[config.mk]
export PLATFORM = sky130hd
export DESIGN_NAME = idct_block_ram
export DESIGN_NICKNAME = d
export VERILOG_FILES = /design/src/rtl/idct_block_ram.sv
export SDC_FILE = /design/constraint.sdc
export NUM_CORES = 1
export LEC_CHECK = 0
export BUFFER_PORTS_ARGS = -buffer_cell sky130_fd_sc_hd__buf_2
export CAP_MARGIN = 15
export CORE_MARGIN = 4
export CORE_UTILIZATION = 50
export DETAILED_ROUTE_END_ITERATION = 10
export GPL_TIMING_DRIVEN = 0
export PLACE_DENSITY = 0.68
export SLEW_MARGIN = 20
export SYNTH_ARGS = -nofsm -noshare
export SYNTH_HDL_FRONTEND = slang
export SYNTH_SLANG_ARGS = --single-unit
[constraint.sdc]
create_clock -name clock -period 5.25 [get_ports clock]
set_input_delay 0.2625 -clock clock [delete_from_list [all_inputs] [get_ports clock]]
set_output_delay 0.2625 -clock clock [all_outputs]
set_load 0.005 [all_outputs]
[src/rtl/idct_block_ram.sv]
// 64x16 coefficient store and run controller for one Fast_IDCT core.
// The core sees a byte-addressed memory; the host gets a word-indexed load/unload port.
module idct_block_ram #(
  parameter int BASE_ADDR    = 0,
  parameter int READ_LATENCY = 1,
  parameter int TIMEOUT      = 4096
) (
  input  logic        clock,
  input  logic        reset,
  input  logic        go,
  output logic        busy,
  output logic        block_done,
  output logic        timeout,
  output logic        addr_err,
  input  logic        err_clr,
  output logic [31:0] cycle_count,
  input  logic        host_en,
  input  logic        host_we,
  input  logic [5:0]  host_addr,
  input  logic [15:0] host_wdata,
  output logic [15:0] host_rdata,
  output logic        idct_start,
  input  logic        idct_done,
  input  logic        Mout_oe_ram,
  input  logic        Mout_we_ram,
  input  logic [31:0] Mout_addr_ram,
  input  logic [15:0] Mout_Wdata_ram,
  input  logic [4:0]  Mout_data_ram_size,
  output logic [15:0] M_Rdata_ram,
  output logic        M_DataRdy
);

  typedef enum logic [1:0] {S_IDLE, S_START, S_RUN} state_t;

  state_t      r_state;
  state_t      w_next;
  logic [15:0] r_mem [64];
  logic [15:0] r_hrdata;
  logic [15:0] r_rdata;
  logic        r_rsp;
  logic [31:0] r_cnt;
  logic [31:0] r_cycles;
  logic        r_block_done;
  logic        r_timeout;
  logic        r_addr_err;

  logic [31:0] w_off;
  logic        w_in_range;
  logic [5:0]  w_idx;
  logic [15:0] w_mask;
  logic        w_req;
  logic        w_accept;
  logic        w_bad;
  logic        w_core_wr;
  logic [15:0] w_rd_data;
  logic        w_host_ok;
  logic        w_mem_we;
  logic [5:0]  w_mem_addr;
  logic [15:0] w_mem_data;
  logic        w_timeout_hit;

  // Size 0 and anything wider than the word both mean a full 16-bit access.
  function automatic logic [15:0] size_mask(input logic [4:0] s);
    logic [16:0] m;
    if (s == 5'd0 || s > 5'd16) begin
      m = 17'h0FFFF;
    end else begin
      m = (17'd1 << s) - 17'd1;
    end
    return m[15:0];
  endfunction

  always_comb begin
    w_off      = Mout_addr_ram - 32'(BASE_ADDR);
    w_in_range = (w_off < 32'd128);
    w_idx      = w_off[6:1];
    w_mask     = size_mask(Mout_data_ram_size);
    w_req      = Mout_oe_ram | Mout_we_ram;
    // With a registered response, the cycle after acceptance is the reply slot and is not re-serviced.
    w_accept   = (READ_LATENCY == 0) ? w_req : (w_req & ~r_rsp);
    w_bad      = w_req & (~w_in_range | (Mout_oe_ram & Mout_we_ram));
    w_core_wr  = w_accept & Mout_we_ram & ~Mout_oe_ram & w_in_range;
    w_rd_data  = (w_accept & Mout_oe_ram & ~Mout_we_ram & w_in_range) ?
                 (r_mem[w_idx] & w_mask) : 16'h0000;
    w_host_ok  = host_en & (r_state == S_IDLE);
    w_mem_we   = w_core_wr | (w_host_ok & host_we);
    w_mem_addr = w_core_wr ? w_idx : host_addr;
    w_mem_data = w_core_wr ? (Mout_Wdata_ram & w_mask) : host_wdata;
  end

  always_ff @(posedge clock) begin
    if (w_mem_we) begin
      r_mem[w_mem_addr] <= w_mem_data;
    end
  end

  always_ff @(posedge clock) begin
    if (reset) begin
      r_hrdata   <= 16'h0000;
      r_rsp      <= 1'b0;
      r_rdata    <= 16'h0000;
      r_addr_err <= 1'b0;
    end else begin
      if (w_host_ok && !host_we) begin
        r_hrdata <= r_mem[host_addr];
      end
      r_rsp <= (READ_LATENCY != 0) && w_accept;
      if (w_accept) begin
        r_rdata <= w_rd_data;
      end
      if (w_accept && w_bad) begin
        r_addr_err <= 1'b1;
      end else if (err_clr) begin
        r_addr_err <= 1'b0;
      end
    end
  end

  always_ff @(posedge clock) begin
    if (reset) begin
      r_state <= S_IDLE;
    end else begin
      r_state <= w_next;
    end
  end

  always_comb begin
    w_next        = r_state;
    w_timeout_hit = 1'b0;
    case (r_state)
      S_IDLE:  if (go) w_next = S_START;
      S_START: w_next = S_RUN;
      S_RUN: begin
        if (idct_done) begin
          w_next = S_IDLE;
        end else if (r_cnt == 32'(TIMEOUT)) begin
          w_timeout_hit = 1'b1;
          w_next        = S_IDLE;
        end
      end
      default: w_next = S_IDLE;
    endcase
  end

  // r_cnt holds the number of cycles already elapsed since the start cycle, counting it.
  always_ff @(posedge clock) begin
    if (reset) begin
      r_cnt        <= 32'd0;
      r_cycles     <= 32'd0;
      r_block_done <= 1'b0;
      r_timeout    <= 1'b0;
    end else begin
      r_block_done <= (r_state == S_RUN) && idct_done;
      if (r_state == S_START) begin
        r_cnt <= 32'd1;
      end else if (r_state == S_RUN) begin
        r_cnt <= r_cnt + 32'd1;
      end
      if (r_state == S_RUN && idct_done) begin
        r_cycles <= r_cnt + 32'd1;
      end
      if (w_timeout_hit) begin
        r_timeout <= 1'b1;
      end else if (err_clr) begin
        r_timeout <= 1'b0;
      end
    end
  end

  assign busy        = (r_state != S_IDLE);
  assign idct_start  = (r_state == S_START);
  assign block_done  = r_block_done;
  assign timeout     = r_timeout;
  assign addr_err    = r_addr_err;
  assign cycle_count = r_cycles;
  assign host_rdata  = r_hrdata;
  assign M_DataRdy   = (READ_LATENCY == 0) ? w_req : r_rsp;
  assign M_Rdata_ram = (READ_LATENCY == 0) ? w_rd_data : r_rdata;

endmodule

==> qor.txt, run 1 <==
antenna violations before repair: 11
Post-CTS Resized: 0
PortBufs: 145
Num CTS Buffers: 119
clock skew: 28.69 ps
outcome: finished, final reports clean
initial core utilization: 50.52%
largest net degree at the start of global routing: 65
Root Buffer: clkbuf_16
EDFF count, synth: 1024
Final Cycle Share: 81.95%
drt via density: 7.197
worst ir drop on vdd: 0.0002934 V
Syn. warnings: 0
ys flop type: edfxtp_1
Post-Syn Area: 0.05333 mm2
Synth async-reset ratio: 0%
Netlist cell types: 63
Mapped Nets: 3459
Layout area overhead: 14.88%
post-DP HPWL: 153800 um
TritonCTS Sinks: 1126
clk slew on worst S/H paths: 60 ps
core area: 0.1056 mm2
Max Cap Viol: 0
Final Setup Violations: 0
Power Dens Cells: 333.1 mW/mm2
Final Wtd Congestion: 1.046
Critical Path Fanout Max: 16
final max-slew violation count: 0
nets: 3779
Worst Max-Slew Pin Slew: 1409 ps
busiest grt layer: met2
via count: 37350
final hold vios: 0
Pre-Repair DR Iteration Count: 6
final hold slack: 19.39 ps
grt met3 use: 12.50%
RSZ-0062 raised after global routing: false
critical path launch point type: input port
TritonCTS clock tree: built
clk buf depth: 3
post-CTS setup buffers: 0
final WL: 220300 um
Design Power: 20.41 mW
Setup crit end kind: flop
CP required: 5600 ps
Die Wd: 334.6 um
WS Path Type: in2reg
first-pass GRT wire length: 293500 um
pre-CTS setup slack: 564.7 ps
post-synthesis register bit count: 1126
Die Height: 334.6 um
Clock Latency Late Sink: 750 ps
I/O pin total: 154
Final WS setup: 947.5 ps
full die area: 0.1120 mm2
Syn Inst Count: 3368
DRC: 0
crit path DAT: 4660 ps
met2 usage: 55.61%
worst hold path type: in2reg
Wirelength per Cell: 42.45 um
Overall Global Routing Usage: 38.78%
syn_area_per_cell: 15.84 um2
Leak Pwr: 20.94 nW
H-tree depth: 3
M1 GR Usage: 50.80%
FP Rows: 119
GR Overflow Total: 0
Tmin final: 4303 ps
share of cells above drive strength 1: 25.47%
Max Freq: 0.2324 GHz
vias in the first global route: 35330
antenna viol nets, final: 0
Worst slew margin: 6.095%
DR iter-0 viols: 6289
sequential share of the synthesized area: 61.48%
sequential cells by signal, summed over array words and instances, names as in the netlist:
| register | flops |
|---|---|
| r_mem | 1024 |
| cycle_count | 32 |
| r_cnt | 32 |
| M_Rdata_ram | 16 |
| host_rdata | 16 |
| r_state | 2 |
| M_DataRdy | 1 |
| addr_err | 1 |
| block_done | 1 |
| timeout | 1 |
critical path, cell delays in order:
cell and delay [ps]:
buf_2 120, clkbuf_1 770, nor2b_1 220, buf_2 290
buf_2 560, clkbuf_1 940, a31oi_1 650, nor2_4 800
metal layers:
layer	up-vias	part of all wire (%)
met4	8	8.5
met2	3161	42
met5	-	0.023
li1	14360	-
met3	714	14
met1	19100	35
power by group:
group	internal [mW]	switching [mW]	total, mW
clock network	4.76	3.63	8.39
logic	0.673	1.47	2.15
registers	9.82	0.0462	9.87
total	15.3	5.15	20.4
layout make-up:
cell class,count,area [um2]
fillers,8159,44290
well taps,1391,1740
inverters,45,168.9
flip-flops and latches,1126,32790
multi-input cells,1930,19740
plain buffers,267,1300
clock buffers,168,3328
clock inverters,58,525.5
diodes,5,12.51
repair buffers,199,1667
cell families after synthesis:
family          Yosys count  synth area share [%]
flops                  1126                 61.48
mux                     804                 23.20
simple gates            618                 5.677
compound gates          449                 5.961
buf+inv                 312                 2.656
xor+xnor                 52                0.8539
fa+ha+maj                 7                0.1642
synthesized netlist by cell type, drive strengths merged (31+ instances only):
master	instances	area share, %
edfxtp	1024	58
nand2	154	1.1
clkbuf	144	1.0
o22ai	34	0.40
buf	123	1.3
o21ai	42	0.39
dfxtp	102	3.8
a22oi	230	3.2
xor2	43	0.71
nor2	169	1.2
a31oi	31	0.36
mux2i	450	8.4
inv	45	0.32
mux4	345	15
nand3	127	1.2
timing repair:
action,in CTS,in global routing
endpoints found under the hold margin,28,0
hold buffers,9,0
endpoints found under the setup margin,0,0
placed cells by master (no fill, tap or decap), types with 30 or more instances in the layout:
| master | n |
|---|---|
| a22oi_1 | 230 |
| a31oi_1 | 30 |
| buf_2 | 215 |
| buf_4 | 42 |
| clkbuf_1 | 146 |
| clkbuf_16 | 121 |
| clkbuf_2 | 34 |
| dfxtp_1 | 102 |
| edfxtp_1 | 1024 |
| inv_1 | 45 |
| mux2i_1 | 448 |
| mux4_2 | 345 |
| nand2_1 | 143 |
| nand3_1 | 127 |
| nor2_1 | 105 |
| nor2_4 | 53 |
| o21ai_0 | 38 |
| o22ai_1 | 34 |
| xor2_1 | 43 |
stage by stage:
stage	instances	setup TNS [ps]	instance area (um2)	util (%)
after CTS	5184	0	61250	58.02
after detailed placement	4949	0	57310	54.29
after global placement	4904	-1872760	55800	52.86
after floorplan	3368	0	53340	-
after global routing	5184	0	61260	58.03
final	5189	0	61270	58.04
final timing paths:
path | cells after the start | slack [ps] | startpoint | to
max reg2reg | 7 | 1630 | r_state[1] | r_mem[20][8]
min | 3 | 20 | host_wdata[13] | r_mem[16][13]
max | 8 | 950 | Mout_addr_ram[3] | r_mem[53][13]
min reg2reg | 2 | 460 | cycle_count[1] | cycle_count[1]
Power figures use the tool's default switching activity.
==> inputs of run 2 (changes only) <==
PLACE_DENSITY = 0.65   (was 0.68)
clock period = 4.1 ns   (was 5.25 ns; I/O delays follow)
==> qor.txt, run 2 (synthesized netlist as in run 1, its figures left out) <==
Die Wd: 334.6 um
Seq pwr share: 48.6%
commonest non-fill, non-tap cell in the layout: edfxtp_1
worst hold path type: in2reg
Worst Max-Slew Pin Slew: 1354 ps
Clock Latency Late Sink: 730 ps
PortBufs: 145
Cell Area, Placed: 0.05746 mm2
share of cells above drive strength 1: 25.50%
DRC: 0
crit path DAT: 4750 ps
final WL: 215400 um
multi-input logic area: 0.01970 mm2
Stages on worst setup path: 8
Top reg by flops: r_mem
Power Dens Cells: 423.6 mW/mm2
Switch Pwr: 6.456 mW
Comb power frac: 10.4%
pre-CTS setup slack: -479.7 ps
clock skew: 37.92 ps
Leak Pwr: 21.00 nW
most frequent cells in the layout: edfxtp_1 (1024), mux2i_1 (448), mux4_2 (345)
Cell Chain, Critical Path: buf_2 > clkbuf_1 > clkbuf_1 > mux4_2 > a22oi_1 > o221ai_1 > o21ai_0 > nand3_1
crit-path most repeated cell: clkbuf_1
FF-to-FF path depth: 6
Num CTS Buffers: 116
largest net degree at the start of global routing: 65
GR Overflow Total: 0
Worst slew margin: 8.791%
Die Height: 334.6 um
final hold slack: 50.49 ps
Setup crit end: host_rdata[11]
DR iter-0 viols: 6307
antenna viol nets, final: 0
Max Cap Viol: 0
sw frac: 24.83%
Critical R2R Capture: r_mem[21][5]
Int Power: 19.54 mW
delay-heaviest family, CP: buffers and inverters
clk buf depth: 3
max reg flops: 1024
I/O pin total: 154
drt via density: 7.100
worst r2r src: M_DataRdy
Buf/Inv on CP: 3
outcome: finished, violations left
Wirelength per Cell: 41.51 um
CP required: 4630 ps
H-tree depth: 3
violated checks: negative setup slack
critical path's slowest cell: o21ai_0
antenna violations before repair: 10
Crit path largest cell delay: 1110 ps
R2R Setup Slk: 340 ps
Overall Global Routing Usage: 38.01%
Critical Path Fanout Max: 10
Final Setup Violations: 18
FP Rows: 119
WS Path Type: in2reg
core area: 0.1056 mm2
TritonCTS clock tree: built
Max Freq: 0.2365 GHz
RSZ-0062 raised after global routing: false
post-route cell area: 0.06138 mm2
fill count: 8132
worst ir drop on vdd: 0.0004557 V
Tmin final: 4228 ps
vias in the first global route: 34770
initial core utilization: 50.52%
Root Buffer: clkbuf_16
Pre-Repair DR Iteration Count: 7
Clk pwr share: 41.0%
Final Wtd Congestion: 1.116
via count: 36830
full die area: 0.1120 mm2
nets: 3791
final max-slew violation count: 0
CP startpoint: host_addr[1]
register area: 0.03279 mm2
critical path launch point type: input port
TNS Setup: -792.1 ps
clk slew on worst S/H paths: 70 ps
Layout area overhead: 15.08%
Final WS setup: -127.9 ps
post-DP HPWL: 151200 um
post-CTS setup buffers: 0
TritonCTS Sinks: 1126
first-pass GRT wire length: 288300 um
Setup crit end kind: flop
Final Cycle Share: 103.1%
final hold vios: 0
## run 2: changes by cell type in the layout (fill, tap and decap cells not counted), sizes merged
cell,change
diode,-4
dlygate4sd3,+3
clkinvlp,+2
buf,+13
bufinv,+3
inv,-1
clkbuf,-17
## run 2: worst min-delay path by stage
| stage | start | slack (ps) | to | depth (start not counted) |
|---|---|---|---|---|
| after floorplan | Mout_oe_ram | 380 | M_DataRdy | 2 |
| after global placement | cycle_count[1] | 450 | cycle_count[1] | 2 |
| after detailed placement | cycle_count[1] | 450 | cycle_count[1] | 2 |
| after CTS | host_wdata[4] | 9 | r_mem[12][4] | 4 |
| after global routing | host_wdata[9] | 50 | r_mem[17][9] | 3 |
| final | host_wdata[4] | 50 | r_mem[14][4] | 4 |
## run 2: metrics by stage
step / utilization (%) / power [mW] / std cells
3_5_place_dp: 54.43 / 15.47 / 4960
5_1_grt: 58.14 / 26.50 / 5187
2_1_floorplan: - / 14.21 / 3368
4_1_cts: 58.13 / 25.87 / 5186
6_report: 58.14 / 26.00 / 5188
3_3_place_gp: 52.87 / 15.39 / 4904
## run 2: layout make-up
type	count	share of cell area (%)
plain buffers	267	2.110
multi-input cells	1930	32.10
well taps	1391	2.836
clock inverters	62	0.9337
repair buffers	214	3.093
diodes	1	0.004077
flip-flops and latches	1126	53.43
inverters	45	0.2752
clock buffers	152	5.223
## run 2: routing by layer
| layer | wire length (um) | part of all wire [%] | vias up | track usage (%) |
|---|---|---|---|---|
| li1 | - | - | 14370 | - |
| met1 | 77120 | 36 | 18830 | 50.18 |
| met2 | 89470 | 42 | 2962 | 53.74 |
| met3 | 31270 | 15 | 667 | 13.75 |
| met4 | 17370 | 8.1 | 6 | 23.90 |
| met5 | 138 | 0.064 | - | 0 |
## run 2: tightest hold or removal path: stages
cell	delay [ps]
buf_2	70
nand2_1	70
o31ai_4	70
buf_8	190
## run 2: power groups by stage
stage	Clock, mW	Combinational [mW]	Sequential [mW]
6_report	10.7	2.71	12.6
5_1_grt	11.1	2.72	12.6
2_1_floorplan	0	1.34	12.9
3_3_place_gp	0	2.48	12.9
3_5_place_dp	0	2.59	12.9
4_1_cts	10.6	2.60	12.6
## run 2: what timing repair did
item | 4_1_cts | 5_1_grt
hold endpoints to repair | 56 | 0
hold buffers | 12 | 0
resized for setup | 0 | 0
